==> config.mk <==
export PLATFORM = sky130hd
export DESIGN_NAME = mem_access_unit_flat
export DESIGN_NICKNAME = d
export VERILOG_FILES = /design/src/rtl/mem_access_unit_if.sv /design/src/rtl/mem_access_unit.sv /design/src/flat_wrapper.sv
export SDC_FILE = /design/constraint.sdc
export NUM_CORES = 1
export LEC_CHECK = 0
export CORE_MARGIN = 1
export CORE_UTILIZATION = 45
export CTS_BUF_LIST = sky130_fd_sc_hd__clkbuf_4 sky130_fd_sc_hd__clkbuf_8 sky130_fd_sc_hd__clkbuf_16
export CTS_CLUSTER_SIZE = 10
export DETAILED_ROUTE_END_ITERATION = 10
export GPL_TIMING_DRIVEN = 0
export PLACE_DENSITY = 0.79
export SLEW_MARGIN = 20
export SYNTH_ARGS = -nofsm -noshare
export SYNTH_HDL_FRONTEND = slang
export SYNTH_SLANG_ARGS = --single-unit
==> constraint.sdc <==
create_clock -name clk -period 2.5 [get_ports clk]
set_clock_uncertainty 0.2 [all_clocks]
set_input_delay 0.25 -clock clk [delete_from_list [all_inputs] [get_ports clk]]
set_output_delay 0.25 -clock clk [all_outputs]
set_load 0.02 [all_outputs]
==> src/rtl/mem_access_unit_if.sv <==
// Bundle of the CPU request/response channel and the word-organised memory port.
// The unit sits on the slave side; the core and memory models use the master side.
interface mem_access_unit_if #(
    parameter int ADDR_WIDTH = 11
);
    logic                  req_valid;
    logic                  req_ready;
    logic                  req_we;
    logic [1:0]            req_size;
    logic                  req_unsigned;
    logic [31:0]           req_addr;
    logic [31:0]           req_wdata;
    logic                  resp_valid;
    logic [31:0]           resp_rdata;
    logic                  resp_err;
    logic [ADDR_WIDTH-3:0] mem_waddr;
    logic [ADDR_WIDTH-3:0] mem_raddr;
    logic                  mem_wren;
    logic                  mem_rden;
    logic [31:0]           mem_wdata;
    logic [31:0]           mem_rdata;

    modport slave (
        input  req_valid, req_we, req_size, req_unsigned, req_addr, req_wdata, mem_rdata,
        output req_ready, resp_valid, resp_rdata, resp_err,
               mem_waddr, mem_raddr, mem_wren, mem_rden, mem_wdata
    );

    modport master (
        output req_valid, req_we, req_size, req_unsigned, req_addr, req_wdata, mem_rdata,
        input  req_ready, resp_valid, resp_rdata, resp_err,
               mem_waddr, mem_raddr, mem_wren, mem_rden, mem_wdata
    );
endinterface

==> src/rtl/mem_access_unit.sv <==
// Byte/halfword/word load-store initiator: sub-word stores are done as read-modify-write,
// loads are lane-extracted and sign/zero extended, misaligned or illegal sizes report an error.
module mem_access_unit #(
    parameter int ADDR_WIDTH = 11
) (
    input logic               clk,
    input logic               resetn,
    mem_access_unit_if.slave  bus
);
    localparam int WAW = ADDR_WIDTH - 2;

    typedef enum logic [1:0] {IDLE, READ, WRITE, RESP} state_e;

    state_e          state_q, state_d;
    logic            we_q, we_d;
    logic [1:0]      size_q, size_d;
    logic            uns_q, uns_d;
    logic [WAW-1:0]  waddr_q, waddr_d;
    logic [1:0]      lane_q, lane_d;
    logic [31:0]     wdata_q, wdata_d;
    logic [31:0]     merge_q, merge_d;
    logic [31:0]     rdata_q, rdata_d;
    logic            err_q, err_d;

    logic            reqErr;
    logic [7:0]      byteVal;
    logic [15:0]     halfVal;
    logic [31:0]     loadVal;
    logic [31:0]     mergeVal;

    // Little-endian lane extraction for loads and lane replacement for sub-word stores.
    always_comb begin
        byteVal  = bus.mem_rdata[{lane_q, 3'b000} +: 8];
        halfVal  = lane_q[1] ? bus.mem_rdata[31:16] : bus.mem_rdata[15:0];
        loadVal  = bus.mem_rdata;
        mergeVal = bus.mem_rdata;
        case (size_q)
            2'd0: loadVal = uns_q ? {24'b0, byteVal} : {{24{byteVal[7]}}, byteVal};
            2'd1: loadVal = uns_q ? {16'b0, halfVal} : {{16{halfVal[15]}}, halfVal};
            default: loadVal = bus.mem_rdata;
        endcase
        if (size_q == 2'd0) begin
            mergeVal[{lane_q, 3'b000} +: 8] = wdata_q[7:0];
        end else if (lane_q[1]) begin
            mergeVal[31:16] = wdata_q[15:0];
        end else begin
            mergeVal[15:0] = wdata_q[15:0];
        end
    end

    assign reqErr = (bus.req_size == 2'd3) ||
                    (bus.req_size == 2'd1 && bus.req_addr[0]) ||
                    (bus.req_size == 2'd2 && bus.req_addr[1:0] != 2'b00);

    always_comb begin
        state_d = state_q;
        we_d    = we_q;
        size_d  = size_q;
        uns_d   = uns_q;
        waddr_d = waddr_q;
        lane_d  = lane_q;
        wdata_d = wdata_q;
        merge_d = merge_q;
        rdata_d = rdata_q;
        err_d   = err_q;
        case (state_q)
            IDLE: begin
                if (bus.req_valid) begin
                    we_d    = bus.req_we;
                    size_d  = bus.req_size;
                    uns_d   = bus.req_unsigned;
                    waddr_d = bus.req_addr[ADDR_WIDTH-1:2];
                    lane_d  = bus.req_addr[1:0];
                    wdata_d = bus.req_wdata;
                    if (reqErr) begin
                        rdata_d = 32'b0;
                        err_d   = 1'b1;
                        state_d = RESP;
                    end else if (bus.req_we && bus.req_size == 2'd2) begin
                        merge_d = bus.req_wdata;
                        state_d = WRITE;
                    end else begin
                        state_d = READ;
                    end
                end
            end
            READ: begin
                if (we_q) begin
                    merge_d = mergeVal;
                    state_d = WRITE;
                end else begin
                    rdata_d = loadVal;
                    err_d   = 1'b0;
                    state_d = RESP;
                end
            end
            WRITE: begin
                rdata_d = 32'b0;
                err_d   = 1'b0;
                state_d = RESP;
            end
            default: state_d = IDLE;
        endcase
    end

    // Strobes are pure state decodes so the async reset drops them immediately.
    assign bus.req_ready  = (state_q == IDLE);
    assign bus.resp_valid = (state_q == RESP);
    assign bus.mem_rden   = (state_q == READ);
    assign bus.mem_wren   = (state_q == WRITE);
    assign bus.mem_raddr  = waddr_q;
    assign bus.mem_waddr  = waddr_q;
    assign bus.mem_wdata  = merge_q;
    assign bus.resp_rdata = rdata_q;
    assign bus.resp_err   = err_q;

    always_ff @(posedge clk or negedge resetn) begin
        if (!resetn) begin
            state_q <= IDLE;
            we_q    <= 1'b0;
            size_q  <= 2'd0;
            uns_q   <= 1'b0;
            waddr_q <= '0;
            lane_q  <= 2'd0;
            wdata_q <= 32'b0;
            merge_q <= 32'b0;
            rdata_q <= 32'b0;
            err_q   <= 1'b0;
        end else begin
            state_q <= state_d;
            we_q    <= we_d;
            size_q  <= size_d;
            uns_q   <= uns_d;
            waddr_q <= waddr_d;
            lane_q  <= lane_d;
            wdata_q <= wdata_d;
            merge_q <= merge_d;
            rdata_q <= rdata_d;
            err_q   <= err_d;
        end
    end
endmodule

==> src/flat_wrapper.sv <==
// flat-port wrapper written by rule: the top's interface ports become plain ports
module mem_access_unit_flat 
#(
    parameter int ADDR_WIDTH = 11
)
  (clk, resetn, bus_req_valid, bus_req_we, bus_req_size, bus_req_unsigned, bus_req_addr, bus_req_wdata, bus_mem_rdata, bus_req_ready, bus_resp_valid, bus_resp_rdata, bus_resp_err, bus_mem_waddr, bus_mem_raddr, bus_mem_wren, bus_mem_rden, bus_mem_wdata);
  mem_access_unit_if #(.ADDR_WIDTH(ADDR_WIDTH)) bus_i ();
  input logic clk;
  input logic resetn;
  input wire logic [$bits(bus_i.req_valid)-1:0] bus_req_valid;
  input wire logic [$bits(bus_i.req_we)-1:0] bus_req_we;
  input wire logic [$bits(bus_i.req_size)-1:0] bus_req_size;
  input wire logic [$bits(bus_i.req_unsigned)-1:0] bus_req_unsigned;
  input wire logic [$bits(bus_i.req_addr)-1:0] bus_req_addr;
  input wire logic [$bits(bus_i.req_wdata)-1:0] bus_req_wdata;
  input wire logic [$bits(bus_i.mem_rdata)-1:0] bus_mem_rdata;
  output wire logic [$bits(bus_i.req_ready)-1:0] bus_req_ready;
  output wire logic [$bits(bus_i.resp_valid)-1:0] bus_resp_valid;
  output wire logic [$bits(bus_i.resp_rdata)-1:0] bus_resp_rdata;
  output wire logic [$bits(bus_i.resp_err)-1:0] bus_resp_err;
  output wire logic [$bits(bus_i.mem_waddr)-1:0] bus_mem_waddr;
  output wire logic [$bits(bus_i.mem_raddr)-1:0] bus_mem_raddr;
  output wire logic [$bits(bus_i.mem_wren)-1:0] bus_mem_wren;
  output wire logic [$bits(bus_i.mem_rden)-1:0] bus_mem_rden;
  output wire logic [$bits(bus_i.mem_wdata)-1:0] bus_mem_wdata;
  assign bus_i.req_valid = bus_req_valid;
  assign bus_i.req_we = bus_req_we;
  assign bus_i.req_size = bus_req_size;
  assign bus_i.req_unsigned = bus_req_unsigned;
  assign bus_i.req_addr = bus_req_addr;
  assign bus_i.req_wdata = bus_req_wdata;
  assign bus_i.mem_rdata = bus_mem_rdata;
  assign bus_req_ready = bus_i.req_ready;
  assign bus_resp_valid = bus_i.resp_valid;
  assign bus_resp_rdata = bus_i.resp_rdata;
  assign bus_resp_err = bus_i.resp_err;
  assign bus_mem_waddr = bus_i.mem_waddr;
  assign bus_mem_raddr = bus_i.mem_raddr;
  assign bus_mem_wren = bus_i.mem_wren;
  assign bus_mem_rden = bus_i.mem_rden;
  assign bus_mem_wdata = bus_i.mem_wdata;
  mem_access_unit #(.ADDR_WIDTH(ADDR_WIDTH)) u_core (.clk(clk), .resetn(resetn), .bus(bus_i));
endmodule
Word-level counts from Yosys, hierarchy flattened --
Cells that the tools add are included.
Word-level totals: register bits 98, latch bits 0, memory bits (writable) 0, ROM bits 0, bits of input ports 103, memories 0
Operators by class: add/subtract/negate cells 1, multipliers 0, divide/modulo/power cells 0, $lt $le $gt $ge 0, equality and inequality tests 13, shifts and indexed selects 3, mux-type cells 26, bitwise logic cells 0, reductions and logical operators 13
Operator list (count):
- $mux W32 | 10
- $pmux W32 S2 | 2
- $pmux W32 S3 | 1
- $mux W16 | 3
- $bwmux W32 | 1
- $shift A8 B7 Y32 const A | 1
- $shiftx A32 B6 Y8 | 1
- $shiftx A8 B7 Y32 | 1
- $eq A2 B2 Y1 const B | 4
- $neg A5 Y7 | 1
- $eq A2 B1 Y1 const B | 3
- $mux W2 | 3
- $ne A2 B1 Y1 const B | 3
- $ne A2 B2 Y1 const B | 3
- $pmux W2 S3 | 1
- $reduce_and A5 Y1 | 1
- $logic_not A2 Y1 | 2
- $mux W1 | 4
- $reduce_and A4 Y1 | 1
- $reduce_bool A2 Y1 | 2
- $logic_and A1 B1 Y1 | 3
- $pmux W1 S3 | 1
- $reduce_bool A3 Y1 | 1
- $logic_or A1 B1 Y1 | 2
- $reduce_and A2 Y1 | 1

Logic depth before layout (Yosys ltp) --
depth after elaboration 7, gate-level depth with buffers 10, mapped depth without buffers 6

Least setup slack after synthesis --
Ideal clock, no wire load.
kind reg-to-reg, start register u_core.state_q[0], end register u_core.merge_q[26] (netlist: u_core.bus.mem_wdata[26]), setup time 0.128 ns, arrival time 1.952 ns, setup slack 0.220 ns, cell stages (with the launch flop) 9, cells stage by stage dfrtp_1 inv_1 ha_1 and2_1 buf_4 nand4_1 a21oi_2 buf_6 mux2_1
Between the ends: word-level cells in the longest chain between the ends 3, elaborated cells between the ends (all ways) 9, those cells by class eq/ne: 5; mux: 1; reduce/logical: 3
RTL lines:
- start, declared | line mem_access_unit.sv:14 | state_e state_q, state_d;
- start signal, assigned | line mem_access_unit.sv:130 | state_q <= state_d;
- $logic_not A2 Y1 *
- via bus_req_ready | line flat_wrapper.sv:17 | output wire logic [$bits(bus_i.req_ready)-1:0] bus_req_ready;
- $ne A2 B2 Y1 (no source line), or another cell as far along
- $reduce_and A5 Y1 (no source line)
- end signal, assigned | line mem_access_unit.sv:137 | merge_q <= merge_d;
- end, declared | line mem_access_unit.sv:21 | logic [31:0] merge_q, merge_d;
The timed path passes the listed nets; every way through them passes the cells marked *. A chain may end at the register's enable or synchronous reset.

Worst setup path in the final report --
start register u_core.lane_q[1], end register u_core.merge_q[13] (netlist: u_core.bus.mem_wdata[13])
Between the ends: word-level cells in the longest chain between the ends 6, elaborated cells between the ends (all ways) 8, those cells by class add/sub: 1; shift: 2; mux: 5
RTL lines:
- start, declared | line mem_access_unit.sv:19 | logic [1:0] lane_q, lane_d;
- start signal, assigned | line mem_access_unit.sv:135 | lane_q <= lane_d;
- $neg A5 Y7 | line mem_access_unit.sv:43 | mergeVal[{lane_q, 3'b000} +: 8] = wdata_q[7:0];
- $shiftx A8 B7 Y32 or $shift A8 B7 Y32 (tied branches) | line mem_access_unit.sv:43
- $bwmux W32 | line mem_access_unit.sv:43
- $mux W32 * | line mem_access_unit.sv:42 | if (size_q == 2'd0) begin
- $mux W32 * | line mem_access_unit.sv:88 | if (we_q) begin
- $pmux W32 S2 * | line mem_access_unit.sv:66 | case (state_q)
Mark *: on every way between the ends. The rest lies on a longest branch, timed or not. The select of a mux whose other input is x is not followed.

==> run_results.csv <==
group,metric,value,unit
timing,period_minus_slack,2.393,ns
clocking,h-tree-depth,3,
floorplan,core,12570,um^2
floorplan,ios,190,
placed_design,place_area,7720,um^2
yosys,syn_area_per_cell,10.11,um^2
clocking,path_clk_slew,0.07,ns
critical_path,path_max_fanout,18,
clocking,cts_buffers,9,
grt,overflow,0,
yosys,ys_types,47,
final_layout,postLayoutCellArea,8188,um^2
critical_path,crit_chain,"buf_8 -> clkinvlp_4 -> ha_1 -> clkbuf_2 -> nand3b_1 -> buf_4 -> o221ai_1 -> o221ai_1 -> mux2i_1",
timing,slew_violations,0,
final_layout,layout-drive-gt1-share,18.64,%
final_layout,fin_nets,870,
yosys,syn_area,5794,um^2
final_layout,synthToLayoutAreaGrowth,41.31,%
floorplan,fp.dieH,115.5,um
yosys,synth_ff_type,"dfrtp_1",
route,drt_wl_total,19960,um
grt,grt_pass1_wl,30550,um
yosys,postSynthCellCount,573,
timing,fmax,0.4180,GHz
timing,rsz0062_at_grt,"true",
final_layout,utilization,65.15,%
power_and_ir_drop,power.density,1399,nW/um^2
placed_design,dp_cells,914,
critical_path,cp_common_cell,"o221ai_1",
grt,grt_antenna_before_repair,0,
critical_path,critPathMaxStageDelay,0.40,ns
critical_path,crit_path_end_kind,"register",
critical_path,cp_top_family,"buffers and inverters",
route,via_per_inst,5.817,
yosys,synth-async-reset-ratio,100.0,%
placed_design,place_congestion,0.9883,
grt,grt_use_total,30.78,%
timing,slew_headroom,53.62,%
critical_path,cp.required,2.57,ns
power_and_ir_drop,p_leak,3.371,nW
yosys,yosys_warnings,0,
timing,finalSetupViolCount,0,
timing,hold_slack,0.2104,ns
critical_path,crit_slowest_cell,"dfrtp_1",
clocking,clock_path_buffers,2,
yosys,synth-seq-cells,98,
timing,finalHoldViolCount,0,
final_layout,fillCellCount,1025,
yosys,synth_edf_count,0,
placed_design,numPortBuffers,168,
floorplan,num_rows,41,
power_and_ir_drop,ir_drop,834.1,uV
critical_path,arrival,2.46,ns
yosys,ys_top_cells_by_area,"dfrtp_1 (42%), mux2_2 (12%), o221ai_1 (4.5%)",
route,drc_errors,0,
timing,finalCritPeriodShare,95.70,%
critical_path,cp_num_buf_inv,4,
yosys,synth_top_area_share,42.32,%
timing,worst_pin_slew,0.6903,ns
route,vias,5433,
route,detail_route.first_pass.iterations,5,
outcome,outcome,"finished clean",
route,routedWlPerCell,21.37,um
critical_path,critPathKind,"register to register",
final_layout,final_cells,934,
clocking,cts-root-buf,"clkbuf_16",
clocking,clock_sinks,98,
yosys,yosysTopAreaCell,"dfrtp_1",
critical_path,critPathLaunchType,"register",
floorplan,dieArea,13330,um^2
final_layout,diodes,0,
route,drt_iter0_markers,438,
flow_run,maxCapViolCount,0,
route,ant_nets,0,
grt,grt_max_degree,52,
floorplan,die_x,115.5,um
placed_design,dp_hpwl,15260,um
floorplan,start_util,46.10,%
clocking,cts_tree,"built",
yosys,synth_nets,685,
clocking,clock_latency,0.35,ns
yosys,yosysSeqAreaShare,42.32,%
hold_path,min_path_type,"input port to async pin",
grt,grt_pass1_vias,5554,
## final timing paths
check / from / to / slack [ns] / depth (start not counted)
min: resetn / u_core.bus.resp_rdata[18] / 0.21 / 2
max: u_core.lane_q[1] / u_core.bus.mem_wdata[13] / 0.11 / 9
min reg2reg: u_core.bus.resp_rdata[7] / u_core.bus.resp_rdata[7] / 0.29 / 1
max in group asynchronous: resetn / u_core.lane_q[1] / 1.26 / 3
max reg2reg: u_core.lane_q[1] / u_core.bus.mem_wdata[13] / 0.11 / 9
min in group clk: u_core.bus.resp_rdata[7] / u_core.bus.resp_rdata[7] / 0.29 / 1
## per-stage QoR
step           total power, W  setup slack, ns  setup TNS, ns
2_1_floorplan        0.007024           0.2202              0
3_3_place_gp         0.009481           -2.610        -262.63
3_5_place_dp         0.009643          -0.3586         -7.633
4_1_cts               0.01130         0.004456              0
5_1_grt               0.01211         -0.04209        -0.3897
6_report              0.01145           0.1074              0
## routing by layer
layer | wire, um | global-route usage (%) | up-vias
met3 | 1513 | 4.184 | 42
met5 | 0 | 0 | -
li1 | - | - | 2478
met1 | 8686 | 41.90 | 2629
met4 | 532 | 11.69 | 0
met2 | 9231 | 49.94 | 284
## sequential cells by signal, indices dropped and copies added, names as in the netlist
signal	flops
u_core.lane_q	2
u_core.uns_q	1
u_core.bus.mem_raddr	9
u_core.state_q	2
u_core.bus.resp_rdata	32
u_core.bus.resp_err	1
u_core.wdata_q	16
u_core.bus.mem_wdata	32
u_core.we_q	1
u_core.size_q	2
## placed cells by master (no fill, tap or decap), types with 12 or more instances in the layout
| cell | instances |
|---|---|
| a21oi_1 | 12 |
| a22o_1 | 16 |
| a31oi_1 | 17 |
| buf_2 | 19 |
| buf_4 | 18 |
| clkbuf_1 | 12 |
| clkdlybuf4s50_1 | 167 |
| dfrtp_1 | 98 |
| inv_1 | 36 |
| mux2_2 | 61 |
| mux2i_1 | 19 |
| nand2_1 | 53 |
| nand2b_1 | 17 |
| nor2_1 | 14 |
| o21ai_0 | 23 |
| o221ai_1 | 24 |
| o22ai_1 | 25 |
## cell type report
cell class                      count  area (um^2)  share of cell area, %
Sequential cell                    98         2452                  29.95
Tap cell                          172        215.2                  2.628
Multi-Input combinational cell    380         2948                  36.00
Clock buffer                       10        239.0                  2.919
Buffer                             55        322.8                  3.943
Timing Repair Buffer              176         1778                  21.71
Clock inverter                      5        86.33                  1.054
Inverter                           38        146.4                  1.788
## kinds of logic (layout without fill, tap and decap cells)
group           Yosys count  after routing  synth area share, %
flops                    98             98                42.32
fa+ha+maj                 9              9                1.943
mux                      91             91                17.45
compound gates          155            155                19.52
buf+inv                  95            284                7.860
simple gates            125            125                10.90
## report_power, final
| part | switching (W) | total [W] | internal [W] |
|---|---|---|---|
| Combinational | 0.00373 | 0.00698 | 0.00325 |
| Sequential | 0.000594 | 0.00294 | 0.00234 |
| Clock | 0.000626 | 0.00153 | 0.000908 |
## cell usage after synthesis (all sizes together) (7+ instances only)
master and instances:
a222oi 7, a22o 16, o21ai 28, clkbuf 17
inv 38, mux2 71, dfrtp 98, a21oi 13
a31oi 17, nand2b 17, nand3b 9, o22ai 25
o221ai 30, nand2 53, mux2i 20, nand3 9
buf 40, ha 9, nor2 15, o2bb2ai 8
a32o 8
## worst reg2reg max path, delay by kind of cell (launching register included)
| kind | cells | cell delay [ns] |
|---|---|---|
| buffers and inverters | 4 | 0.74 |
| flip-flops | 1 | 0.40 |
| AO/OA/AOI/OAI | 2 | 0.37 |
| adder cells (fa/ha/maj) | 1 | 0.22 |
| AND/OR/NAND/NOR | 1 | 0.19 |
| multiplexers | 1 | 0.19 |
## repair_timing
action                     in CTS  in global routing
gates resized for setup         6                 20
buffers inserted                3                  3
pin swaps                       1                  1
hold buffers                    1                  0
hold endpoints to repair       50                  0
gates cloned                    0                  0
setup endpoints to repair      32                 53
(Power assumes the default switching activity.)
